<file path="src/rtl/paddle_sched.sv">
// Pong paddle controller: picks each paddle's move source (buttons or CPU tracking),
// applies a hold-to-accelerate step ramp and runs the recentre sequence between rallies.
module paddle_sched #(
    parameter int unsigned Y_MIN       = 0,
    parameter int unsigned Y_MAX       = 480,
    parameter int unsigned Y_CENTER    = 240,
    parameter int unsigned STEP_MAX    = 4,
    parameter int unsigned RAMP_FRAMES = 8,
    parameter int unsigned DEAD_ZONE   = 4
) (
    input  logic       clk,
    input  logic       rst_n,
    input  logic       frame_tick,
    input  logic       run,
    input  logic       recenter,
    input  logic       up_l_n,
    input  logic       down_l_n,
    input  logic       up_r_n,
    input  logic       down_r_n,
    input  logic       cpu_r,
    input  logic [9:0] ball_y,
    output logic [9:0] y_pos_l,
    output logic [9:0] y_pos_r,
    output logic       busy,
    output logic       update
);

    localparam int unsigned HoldMax = STEP_MAX * RAMP_FRAMES;
    localparam int unsigned HoldW   = $clog2(HoldMax + 1);

    localparam logic [10:0] YMin    = 11'(Y_MIN);
    localparam logic [10:0] YMax    = 11'(Y_MAX);
    localparam logic [10:0] YCtr    = 11'(Y_CENTER);
    localparam logic [10:0] StepMax = 11'(STEP_MAX);
    localparam logic [10:0] DeadZ   = 11'(DEAD_ZONE);
    localparam logic [9:0]  YCtr10  = 10'(Y_CENTER);

    typedef enum logic [1:0] {StHold, StPlay, StCenter} state_e;
    typedef enum logic [1:0] {DirNone, DirUp, DirDown} dir_e;

    typedef struct packed {
        logic [9:0]       y;
        logic [HoldW-1:0] hold;
    } move_t;

    state_e           state_q;
    logic [HoldW-1:0] hold_l_q, hold_r_q;
    dir_e             last_l_q, last_r_q;

    dir_e             dir_l, dir_r;
    move_t            mv_l, mv_r;
    logic [9:0]       ctr_l, ctr_r;

    function automatic dir_e btn_dir(input logic up_n, input logic dn_n);
        case ({up_n, dn_n})
            2'b10:   return DirDown;
            2'b01:   return DirUp;
            default: return DirNone;
        endcase
    endfunction

    function automatic dir_e cpu_dir(input logic [9:0] ball, input logic [9:0] y);
        logic [10:0] b;
        logic [10:0] p;
        b = {1'b0, ball};
        p = {1'b0, y};
        if (b > p + DeadZ) return DirDown;
        if (b + DeadZ < p) return DirUp;
        return DirNone;
    endfunction

    // A new or absent direction restarts the ramp before the step is taken.
    function automatic move_t ramp_move(input logic [9:0] y, input logic [HoldW-1:0] hold,
                                        input dir_e dir, input dir_e last);
        logic [HoldW-1:0] eff;
        int unsigned      step_i;
        logic [10:0]      step;
        logic [10:0]      p;
        move_t            m;
        eff    = (dir == DirNone || dir != last) ? '0 : hold;
        step_i = 1 + 32'(eff) / RAMP_FRAMES;
        if (step_i > STEP_MAX) step_i = STEP_MAX;
        step = 11'(step_i);
        p    = {1'b0, y};
        case (dir)
            DirDown: p = (p + step > YMax) ? YMax : p + step;
            DirUp:   p = (p < YMin + step) ? YMin : p - step;
            default: ;
        endcase
        m.y    = p[9:0];
        m.hold = (dir == DirNone) ? '0 : (32'(eff) >= HoldMax) ? eff : eff + 1'b1;
        return m;
    endfunction

    function automatic logic [9:0] center_move(input logic [9:0] y);
        logic [10:0] p;
        p = {1'b0, y};
        if (p + StepMax <= YCtr)      p = p + StepMax;
        else if (p < YCtr)            p = YCtr;
        else if (p >= YCtr + StepMax) p = p - StepMax;
        else                          p = YCtr;
        return p[9:0];
    endfunction

    always_comb begin
        dir_l = btn_dir(up_l_n, down_l_n);
        dir_r = cpu_r ? cpu_dir(ball_y, y_pos_r) : btn_dir(up_r_n, down_r_n);
        mv_l  = ramp_move(y_pos_l, hold_l_q, dir_l, last_l_q);
        mv_r  = ramp_move(y_pos_r, hold_r_q, dir_r, last_r_q);
        ctr_l = center_move(y_pos_l);
        ctr_r = center_move(y_pos_r);
    end

    always_ff @(posedge clk or negedge rst_n) begin
        if (!rst_n) begin
            state_q  <= StHold;
            y_pos_l  <= YCtr10;
            y_pos_r  <= YCtr10;
            hold_l_q <= '0;
            hold_r_q <= '0;
            last_l_q <= DirNone;
            last_r_q <= DirNone;
            busy     <= 1'b0;
            update   <= 1'b0;
        end else begin
            update <= 1'b0;
            case (state_q)
                StHold: begin
                    hold_l_q <= '0;
                    hold_r_q <= '0;
                    last_l_q <= DirNone;
                    last_r_q <= DirNone;
                    if (recenter) begin
                        state_q <= StCenter;
                        busy    <= 1'b1;
                    end else if (run) begin
                        state_q <= StPlay;
                    end
                end
                StPlay: begin
                    // Leaving PLAY swallows a coincident frame_tick.
                    if (recenter || !run) begin
                        state_q  <= recenter ? StCenter : StHold;
                        busy     <= recenter;
                        hold_l_q <= '0;
                        hold_r_q <= '0;
                        last_l_q <= DirNone;
                        last_r_q <= DirNone;
                    end else if (frame_tick) begin
                        y_pos_l  <= mv_l.y;
                        y_pos_r  <= mv_r.y;
                        hold_l_q <= mv_l.hold;
                        hold_r_q <= mv_r.hold;
                        last_l_q <= dir_l;
                        last_r_q <= dir_r;
                        update   <= (mv_l.y != y_pos_l) || (mv_r.y != y_pos_r);
                    end
                end
                StCenter: begin
                    hold_l_q <= '0;
                    hold_r_q <= '0;
                    last_l_q <= DirNone;
                    last_r_q <= DirNone;
                    if (y_pos_l == YCtr10 && y_pos_r == YCtr10) begin
                        state_q <= StHold;
                        busy    <= 1'b0;
                    end else if (frame_tick) begin
                        y_pos_l <= ctr_l;
                        y_pos_r <= ctr_r;
                        update  <= (ctr_l != y_pos_l) || (ctr_r != y_pos_r);
                    end
                end
                default: begin
                    state_q <= StHold;
                    busy    <= 1'b0;
                end
            endcase
        end
    end

endmodule

</file>
<file path="config.mk">
export PLATFORM = sky130hd
export DESIGN_NAME = paddle_sched
export DESIGN_NICKNAME = d
export VERILOG_FILES = /design/src/rtl/paddle_sched.sv
export SDC_FILE = /design/constraint.sdc
export NUM_CORES = 1
export LEC_CHECK = 0
export ABC_AREA = 1
export BUFFER_PORTS_ARGS = -buffer_cell sky130_fd_sc_hd__buf_2
export CORE_UTILIZATION = 63
export DETAILED_ROUTE_END_ITERATION = 16
export HOLD_SLACK_MARGIN = 0.06
export PLACE_DENSITY = 0.88
export SYNTH_ARGS = -nofsm -noshare
export SYNTH_HDL_FRONTEND = slang
export SYNTH_SLANG_ARGS = --single-unit
</file>
<file path="constraint.sdc">
create_clock -name clk -period 5.8 [get_ports clk]
set_input_delay 1.16 -clock clk [delete_from_list [all_inputs] [get_ports clk]]
set_output_delay 1.16 -clock clk [all_outputs]
set_load 0.01 [all_outputs]
</file>
# --- Word level (Yosys, flattened, before mapping) ---
# Cells that the tools add are included.
op_classes:
  shift: 0
  magnitude_cmp: 16
  n_eq_ne: 27
  add_sub_neg: 13
  div: 0
  reduce_logical: 17
  bitwise_logic: 0
  multipliers: 0
  mux: 67
op_table:
  columns: ["operator", "count"]
  rows:
  - ["10-bit two-way mux", 18]
  - ["10-bit one-hot mux with 2 select lines", 4]
  - ["6-bit two-way mux", 10]
  - ["10-bit inequality test", 4]
  - ["10-bit by 3-bit adder with 11-bit output, second input constant", 3]
  - ["2-bit two-way mux", 14]
  - ["6-bit one-hot mux with 2 select lines", 2]
  - ["10-bit by 4-bit adder with 11-bit output", 2]
  - ["11-bit by 9-bit greater-than comparator with 1-bit output, second input constant", 2]
  - ["11-bit by 8-bit <= comparator with 1-bit output, second input constant", 2]
  - ["10-bit by 11-bit less-than comparator with 1-bit output", 2]
  - ["10-bit by 8-bit == test with 1-bit output, second input constant", 2]
  - ["10-bit by 8-bit >= comparator with 1-bit output, second input constant", 2]
  - ["10-bit by 8-bit less-than comparator with 1-bit output, second input constant", 2]
  - ["10-bit by 3-bit subtractor with 10-bit output, second input constant", 2]
  - ["10-bit by 4-bit subtractor with 10-bit output", 2]
  - ["2-bit one-hot mux with 2 select lines", 4]
  - ["2-bit inequality test, second input constant", 7]
  - ["6-bit by 1-bit adder with 6-bit output, second input constant", 2]
  - ["6-bit >= comparator, second input constant", 2]
  - ["10-bit by 11-bit greater-than comparator with 1-bit output", 1]
  - ["11-bit by 10-bit less-than comparator with 1-bit output", 1]
  - ["2-bit by 1-bit == test with 1-bit output, second input constant", 5]
  - ["2-bit == test, second input constant", 5]
  - ["18 further kinds", 40]
totals:
  wordCells: 149
  in_bits: 20
  mem_bits_rw: 0
  mem_count: 0
  romBits: 0
  register_bits: 40
  latchBits: 0

# --- Logic depth before layout (Yosys ltp) ---
# Gate-level depths: netlist of run 1.
logic_depth:
  depth_word: 22
  mapped_depth: 52

# --- Least setup slack after synthesis of run 1 ---
# Ideal clock, no wire load.
synth_timing:
  kind: "input -> register"
  startpoint: "input ball_y[2]"
  endpoint: "register update"
  stages: 45
  setup_time_ns: 0.122
  t_arrival_ns: 5.418
  path_buffers: 1
  slack_ns: 0.260
  cell_sequence: "ha_1 nand2_1 nor2_1 nand2_1 xor2_1 inv_1 ha_1 a21oi_1 o211ai_1 nor2_1 nand2_1 nand2_1 nand3_2 ha_1 inv_1 nand3_1 nor2_4 nand2_1 [9 not listed] nand2_1 nand3_1 nand2_1 nand2_1 nand2_1 nor2_1 nand2_1 nand2_1 o21ai_1 inv_1 nand2_1 nand2_1 inv_1 nand2_1 nor2_1 nand3_1 nand2_1 a21oi_1"
synth_between:
  elab_chain_cells: 22
  elab_cells_between_ends: 31
synth_lines:
  columns: ["item", "line_no", "text"]
  rows:
  - ["from (decl)", "21", "input logic [9:0] ball_y,"]
  - ["10-bit by 3-bit adder with 11-bit output", "68", "if (b + DeadZ < p) return DirUp;"]
  - ["11-bit by 10-bit less-than comparator with 1-bit output", "68", null]
  - ["1-bit two-way mux (2 in series)", "68", null]
  - ["2-bit two-way mux", "69", "return DirNone;"]
  - ["2-bit two-way mux *", "68", null]
  - ["2-bit two-way mux *", "107", "dir_r = cpu_r ? cpu_dir(ball_y, y_pos_r) : btn_dir(up_r_n, down_r_n);"]
  - ["2-bit inequality test or 2-bit zero test (tied branches)", "80", "eff = (dir == DirNone || dir != last) ? '0 : hold;"]
  - ["1-bit logical OR", "80", null]
  - ["[5 not listed]", null, null]
  - ["11-bit by 9-bit greater-than comparator with 1-bit output", "86", "DirDown: p = (p + step > YMax) ? YMax : p + step;"]
  - ["10-bit two-way mux", "86", null]
  - ["10-bit one-hot mux with 2 select lines *", "85", "case (dir)"]
  - ["10-bit inequality test *", "156", "update <= (mv_l.y != y_pos_l) || (mv_r.y != y_pos_r);"]
  - ["1-bit logical OR *", "156", null]
  - ["1-bit two-way mux *", "149", "end else if (frame_tick) begin"]
  - ["1-bit two-way mux *", "142", "if (recenter || !run) begin"]
  - ["1-bit one-hot mux with 2 select lines *", "127", "case (state_q)"]
  - ["to (signal assigned)", "156", null]
  - ["to (signal assigned)", "170", "update <= (ctr_l != y_pos_l) || (ctr_r != y_pos_r);"]
  - ["to (decl)", "25", "output logic update"]
# Mark *: on every way between the ends. The rest lies on a longest branch, timed or not. The select of a mux whose other input is x is not followed.
# A chain may end at the register's enable or synchronous reset.

# --- Worst setup path in the final report of run 1 ---
layout_timing:
  startpoint: "input ball_y[3]"
  endpoint: "register update"
# The elaborated chain is that of the path after synthesis.

==> run metrics, run 1 <==
Routed Antenna Nets=0; deepest level of the CTS H-tree=2; CP delay by family, top=simple AND/OR/NAND/NOR gates; multiplexer share of the synthesized area=0; total of hold buffers inserted after clock tree synthesis=0; compound-cell area share of the yosys netlist=0.1266; EDFF count, synth=0; final setup violation count=0; Port Buffers=41; CP Class=in2reg; Netlist cell types=49; biggest area contributors in the synthesized netlist=nand2_1 (17%), dfrtp_1 (13%), ha_1 (13%), inv_1 (9.2%), nand3_1 (8.8%); Final Cycle Share=0.9628; maximum resistive drop on vdd=0.2443 mV; Yosys reg bits=40; cell type contributing the most total cell area after synthesis=nand2_1; via density per instance=5.718; proportion of layout cells with a drive suffix above 1=0.1741; beginning of the critical path=ball_y[3]; global-route usage over all layers=0.3521; Most used DFF post-synth=dfrtp_1; Residual DRC=0; Detailed Routing Iterations Pass 1=6; sequential cell area fraction in the yosys report=0.1677; worst relative slew slack=0.3493; Gate Count Post-Synth=1001; standard-cell rows=35; slew of the pin with the lowest slew margin=0.9760 ns; overall power consumption=3.260 mW; Num Clock Sinks=40; clock tree from TritonCTS=done; final weighted congestion of routability-driven global placement=0.9641; overall via count from detail_route=6913; Max Fclk=179.1 MHz; run status=finished clean; Critical Path Most Common Cell=nand2_1; synthesized area divided by synthesized cell count=6.021 sq um; Post-synth ARST share=1.000; Static Leak=3.698 nW; I/O pin total=42; clock edge transition at the registers on the reported setup and hold paths=0.10 ns; share of Yosys cell area claimed by the top area cell type=0.1700; number of nets in the final layout=1164; first-pass GRT wire length=28.19 mm; Floorplan Core Area=0.009240 sq mm; final critical-path required period=5.584 ns; cell area after synthesis=0.006027 sq mm; Finished Core Util=0.7605; xor/xnor cell area share of the yosys netlist=0.05813; delay contributed by the slowest stage of the critical path=0.36 ns; average wire per cell in the routed design=14.91 um; maximum capacitance violations=0; Total Wirelength=18.03 mm; Final Non-Filler Cells=1209; cell type of the slowest stage on the worst timing path=fa_2; relative area change from synthesis to final layout=16.59%; starting utilization of the core area=0.6523; overall die width=99.81 um; Synth Warn #=0; later-pin clock latency in the skew report=0.31 ns; data required time at the worst endpoint=6.01 ns; vias in the first global route=6190; Die Height=99.81 um; critical hold path startpoint=hold_r_q[0]; Antenna diodes=0; final HPWL from detailed placement=13.54 mm; top fanout value on the critical path=6; combinational family with the most area after synthesis=simple AND/OR/NAND/NOR gates; CP Launch Type=input port; final-layout fill cell count=740; GRT overflow=0; share of synthesized cell area in and, or, nand and nor gates=0.3886; Total Die Area=0.009962 sq mm; number of buffers added by the clock tree synthesis step=5; maximum buffer depth of the clock tree=2; library cell used as clock root buffer=clkbuf_8; adder-cell share of the synthesized area=0.1399; setup TNS=0 ns; max-slew violation count=0; Final Hold Vio Count=0; startpoint of the lowest-slack register-to-register path=y_pos_r[2]; DRC marker count from the first detailed-route iteration=652; data arrival time of the critical path=5.79 ns; category of the worst setup path capture point=flip-flop; class of the tightest hold or removal check=reg2reg; Power Density=463.9 mW/mm^2; number of antenna violations at the first check in global routing=0; maximum number of pins on one net before global-route repair=41; cell total after placement=1193; Clock Skew=0.01419 ns; Worst Path Buf+Inv=7
## final timing paths
check / end / slack (ns) / depth (start not counted)
hold reg to reg: hold_r_q[0] / 0.54 / 2
max in group asynchronous: y_pos_r[3] / 4.13 / 1
hold / removal: hold_r_q[0] / 0.54 / 2
setup reg to reg: update / 0.27 / 46
setup / recovery: update / 0.22 / 43
min in group asynchronous: last_r_q[1] / 1.00 / 1
## placed cells by master, fill, tap and decap left out, drive strengths merged, types with 3 or more instances in the layout
cell / synthesis / routed
xnor2: 9 / 9
dfstp: 8 / 8
a22oi: 3 / 3
o22ai: 10 / 10
nor2: 102 / 102
or2: 7 / 7
o21ai: 61 / 61
ha: 61 / 61
nor3: 12 / 12
o211ai: 3 / 3
a31oi: 4 / 4
conb: 2 / 4
fa: 4 / 4
clkinv: 5 / 5
nand2: 279 / 279
dfrtp: 32 / 32
nand3: 110 / 110
clkbuf: 14 / 6
inv: 152 / 152
a21oi: 34 / 34
xor2: 31 / 31
nand3b: 5 / 5
buf: 12 / 94
o221ai: 10 / 10
nand4: 20 / 20
## report_power, final
group	switching [mW]	internal [mW]	total, mW
clock	0.119	0.130	0.249
sequential	0.154	0.372	0.526
combinational	1.59	0.898	2.48
## tightest hold or removal path, cell delays in order, from the launching register on
cell and delay (ns):
dfrtp_1 0.38, nand2_1 0.06, o31ai_1 0.07
## state kept, by name, summed over array words and instances, names as in the netlist
register,cells
y_pos_l,10
busy,1
state_q,2
hold_r_q,6
y_pos_r,10
update,1
last_r_q,2
hold_l_q,6
last_l_q,2
## what timing repair did
item                       in CTS  in global routing
resized for setup               0                 60
buffers inserted                0                  8
hold endpoints to repair        0                  0
setup endpoints to repair       0                  9
## layer usage
layer | wire length, um | up-vias | global-route usage
met3 | 1460 | 100 | 0.03621
met5 | 0 | - | 0
met2 | 8373 | 360 | 0.5920
met4 | 945 | 0 | 0.1844
li1 | - | 3386 | -
met1 | 7250 | 3067 | 0.4477
## cells in the mapped netlist, drive strengths merged (3+ instances only)
library cell and count:
buf 12, nand2 279, clkbuf 14, dfstp 8, o21ai 61, nand4 20, a21oi 34, o211ai 3
nor3 12, ha 61, or2 7, o22ai 10, o221ai 10, clkinv 5, nand3b 5, a31oi 4
nand3 110, xnor2 9, xor2 31, dfrtp 32, fa 4, inv 152, nor2 102, a22oi 3
## cell families (layout without fill, tap and decap cells)
family          after synthesis  count (layout)
simple gates                538             538
buf+inv                     183             260
xor+xnor                     40              40
flops                        40              40
fa+ha+maj                    65              65
compound gates              133             133
other cells                   2               4
## metrics by stage
stage               setup slack (ns)  instance area [sq um]  hold WS, ns
detailed placement           -0.2667                   6626       0.5182
global placement            -0.04315                   6626       0.4729
global route                 -0.1311                   7027       0.5517
floorplan                     0.2603                   6035       0.4492
CTS                          0.02119                   6741       0.5414
finish                        0.2159                   7027       0.5406
## cell type report
cell class | instances | area, sq um | area share
Clock buffer | 5 | 68.82 | 0.009793
Clock inverter | 3 | 46.29 | 0.006588
Inverter | 157 | 593.1 | 0.08440
Multi-Input combinational cell | 780 | 4529 | 0.6446
Sequential cell | 40 | 1012 | 0.1441
Tap cell | 129 | 161.4 | 0.02297
Timing Repair Buffer | 95 | 615.6 | 0.08761
Power figures use the tool's default switching activity.
==> run 2: changes to the inputs <==
- CTS_BUF_LIST: unset -> sky130_fd_sc_hd__clkbuf_16
==> run 2 against run 1 <==
Net effect: sequential share of layout area shrank 0.24 points; hold slack better by 0.0025 ns; non-clock buffer count rose by 2; clock power increased by 34%; largest cell class unchanged; sequential cell count is the same; die area unchanged; first-iteration DRC count down 5.2%; via count increased by 1.6%.
==> run metrics, run 2 (same netlist as run 1, synthesis figures left out) <==
final HPWL from detailed placement=13.54 mm (unchanged); Power Density=477.4 mW/mm^2 (+2.9%); Die Height=99.81 um (unchanged); worst relative slew slack=0.3529 (+0.003546); average wire per cell in the routed design=15.39 um (+3.2%); final weighted congestion of routability-driven global placement=0.9641 (unchanged); biggest regs=y_pos_l: 10 flops, y_pos_r: 10 flops; category of the worst setup path capture point=flip-flop; GRT busiest layer=met2; data required time at the worst endpoint=5.98 ns (-0.03 ns); CP Launch Type=input port; cell type of the slowest stage on the worst timing path=fa_2; Worst Path Buf+Inv=6 (-1); maximum resistive drop on vdd=0.2510 mV (+2.7%); library cell used as clock root buffer=clkbuf_16; DRC marker count from the first detailed-route iteration=618 (-5.2%); clock edge transition at the registers on the reported setup and hold paths=0.07 ns (-0.03 ns); run status=finished clean; Clock Skew=0.007171 ns (-0.007015 ns); total of hold buffers inserted after clock tree synthesis=0 (unchanged); Critical Path Most Common Cell=nand2_1; Hold EP=hold_r_q[4]; GRT overflow=0 (unchanged); standard-cell rows=35 (unchanged); commonest non-fill, non-tap cells in the layout=nand2_1 (261), inv_1 (139), nand3_1 (102); GRT met3 Usage=0.03482 (-0.001393); class of the tightest hold or removal check=reg2reg; proportion of layout cells with a drive suffix above 1=0.1811 (+0.007072); deepest level of the CTS H-tree=2 (unchanged); Total Wirelength=18.64 mm (+3.4%); Port Buffers=41 (unchanged); final critical-path required period=5.617 ns (+0.03320 ns); final-layout fill cell count=710 (-4.1%); slew of the pin with the lowest slew margin=0.9707 ns (-0.005319 ns); later-pin clock latency in the skew report=0.29 ns (-0.02 ns); met2 Resource Use GR=0.6005 (+0.008488); number of antenna violations at the first check in global routing=0 (unchanged); CP Class=in2reg; clock tree from TritonCTS=done; Floorplan Core Area=0.009240 sq mm (unchanged); via density per instance=5.802 (+1.5%); Finished Core Util=0.7736 (+0.01314); top fanout value on the critical path=6 (unchanged); Num Clock Sinks=40 (unchanged); Hold Worst Slack=0.5431 ns (+0.002477 ns); maximum capacitance violations=0 (unchanged); Residual DRC=0 (unchanged); maximum number of pins on one net before global-route repair=41 (unchanged); Max Fclk=178.0 MHz (-0.59%); final setup violation count=0 (unchanged); most common cell after layout, fill and taps aside=nand2_1; worst hold stages=2 (unchanged); first-pass GRT wire length=28.57 mm (+1.3%); delay contributed by the slowest stage of the critical path=0.52 ns (+0.16 ns); met1 Resource Use GR=0.4586 (+0.01095); capturing point of the worst reg2reg path=update; Routed Antenna Nets=0 (unchanged); overall via count from detail_route=7026 (+1.6%); Total Die Area=0.009962 sq mm (unchanged); worst reg2reg setup slack=0.25 ns (-0.02 ns); relative area change from synthesis to final layout=18.60%; CP delay by family, top=simple AND/OR/NAND/NOR gates; number of nets in the final layout=1166 (+0.17%); data arrival time of the critical path=5.80 ns (about the same); I/O pin total=42 (unchanged); critical hold path startpoint=hold_r_q[4]; Static Leak=3.743 nW (+1.2%); logic depth of the worst register-to-register path=43 (-6.5%); vias in the first global route=6224 (+0.55%); Final Hold Vio Count=0 (unchanged); maximum buffer depth of the clock tree=2 (unchanged); Final Cycle Share=0.9685 (+0.005724); overall die width=99.81 um (unchanged); Antenna diodes=0 (unchanged); starting utilization of the core area=0.6523 (unchanged); setup TNS=0 ns (unchanged); max-slew violation count=0 (unchanged); Detailed Routing Iterations Pass 1=6 (unchanged); number of buffers added by the clock tree synthesis step=5 (unchanged); startpoint of the lowest-slack register-to-register path=y_pos_r[5]; global-route usage over all layers=0.3578 (+0.005686)
==> run 2: cell type report <==
cell class	instances	area, sq um	area share
Clock buffer	5	125.1	0.01750
Clock inverter	3	46.29	0.006476
Inverter	157	595.6	0.08332
Multi-Input combinational cell	780	4573	0.6398
Sequential cell	40	1012	0.1416
Tap cell	129	161.4	0.02258
Timing Repair Buffer	97	634.4	0.08874
==> run 2: metrics by stage <==
stage          cell area (sq um)  setup WS (ns)  std cells  power [mW]
3_3_place_gp                6626       -0.04315       1193       2.745
4_1_cts                     6803       0.003204       1201       3.150
6_report                    7148         0.1827       1211       3.413
2_1_floorplan               6035         0.2603       1003       2.131
3_5_place_dp                6626        -0.2667       1193       2.794
5_1_grt                     7148        -0.1039       1211       3.679
==> run 2: what timing repair did <==
action / 4_1_cts / 5_1_grt
setup endpoints to repair: 1 / 10
pin swaps: 0 / 27
setup buffers: 0 / 10
gates resized for setup: 1 / 69
==> run 2: how the worst max path moves through the flow <==
stage               from     end  slack [ns]  cells past startpoint
2_1_floorplan  ball_y[2]  update        0.26                     45
3_3_place_gp   ball_y[4]  update       -0.04                     40
3_5_place_dp   ball_y[2]  update       -0.27                     43
4_1_cts        ball_y[3]  update       0.003                     40
5_1_grt        ball_y[6]  update       -0.10                     40
6_report       ball_y[3]  update        0.18                     40
==> run 2: tightest hold or removal path: cells and delay by family (launching register included) <==
family,cells,cell delay [ns]
flops,1,0.38
simple gates,2,0.13
==> run 2: power breakdown <==
group | leakage (nW) | switching (mW) | total, mW | internal (mW)
logic | 3.16 | 1.63 | 2.55 | 0.920
registers | 0.501 | 0.155 | 0.528 | 0.373
clock network | 0.0804 | 0.129 | 0.333 | 0.205
==> run 2: per-layer routing <==
layer / vias up / part of all wire
met5: - / 0
met4: 0 / 0.050
met3: 93 / 0.080
met2: 394 / 0.47
met1: 3144 / 0.40
li1: 3395 / -
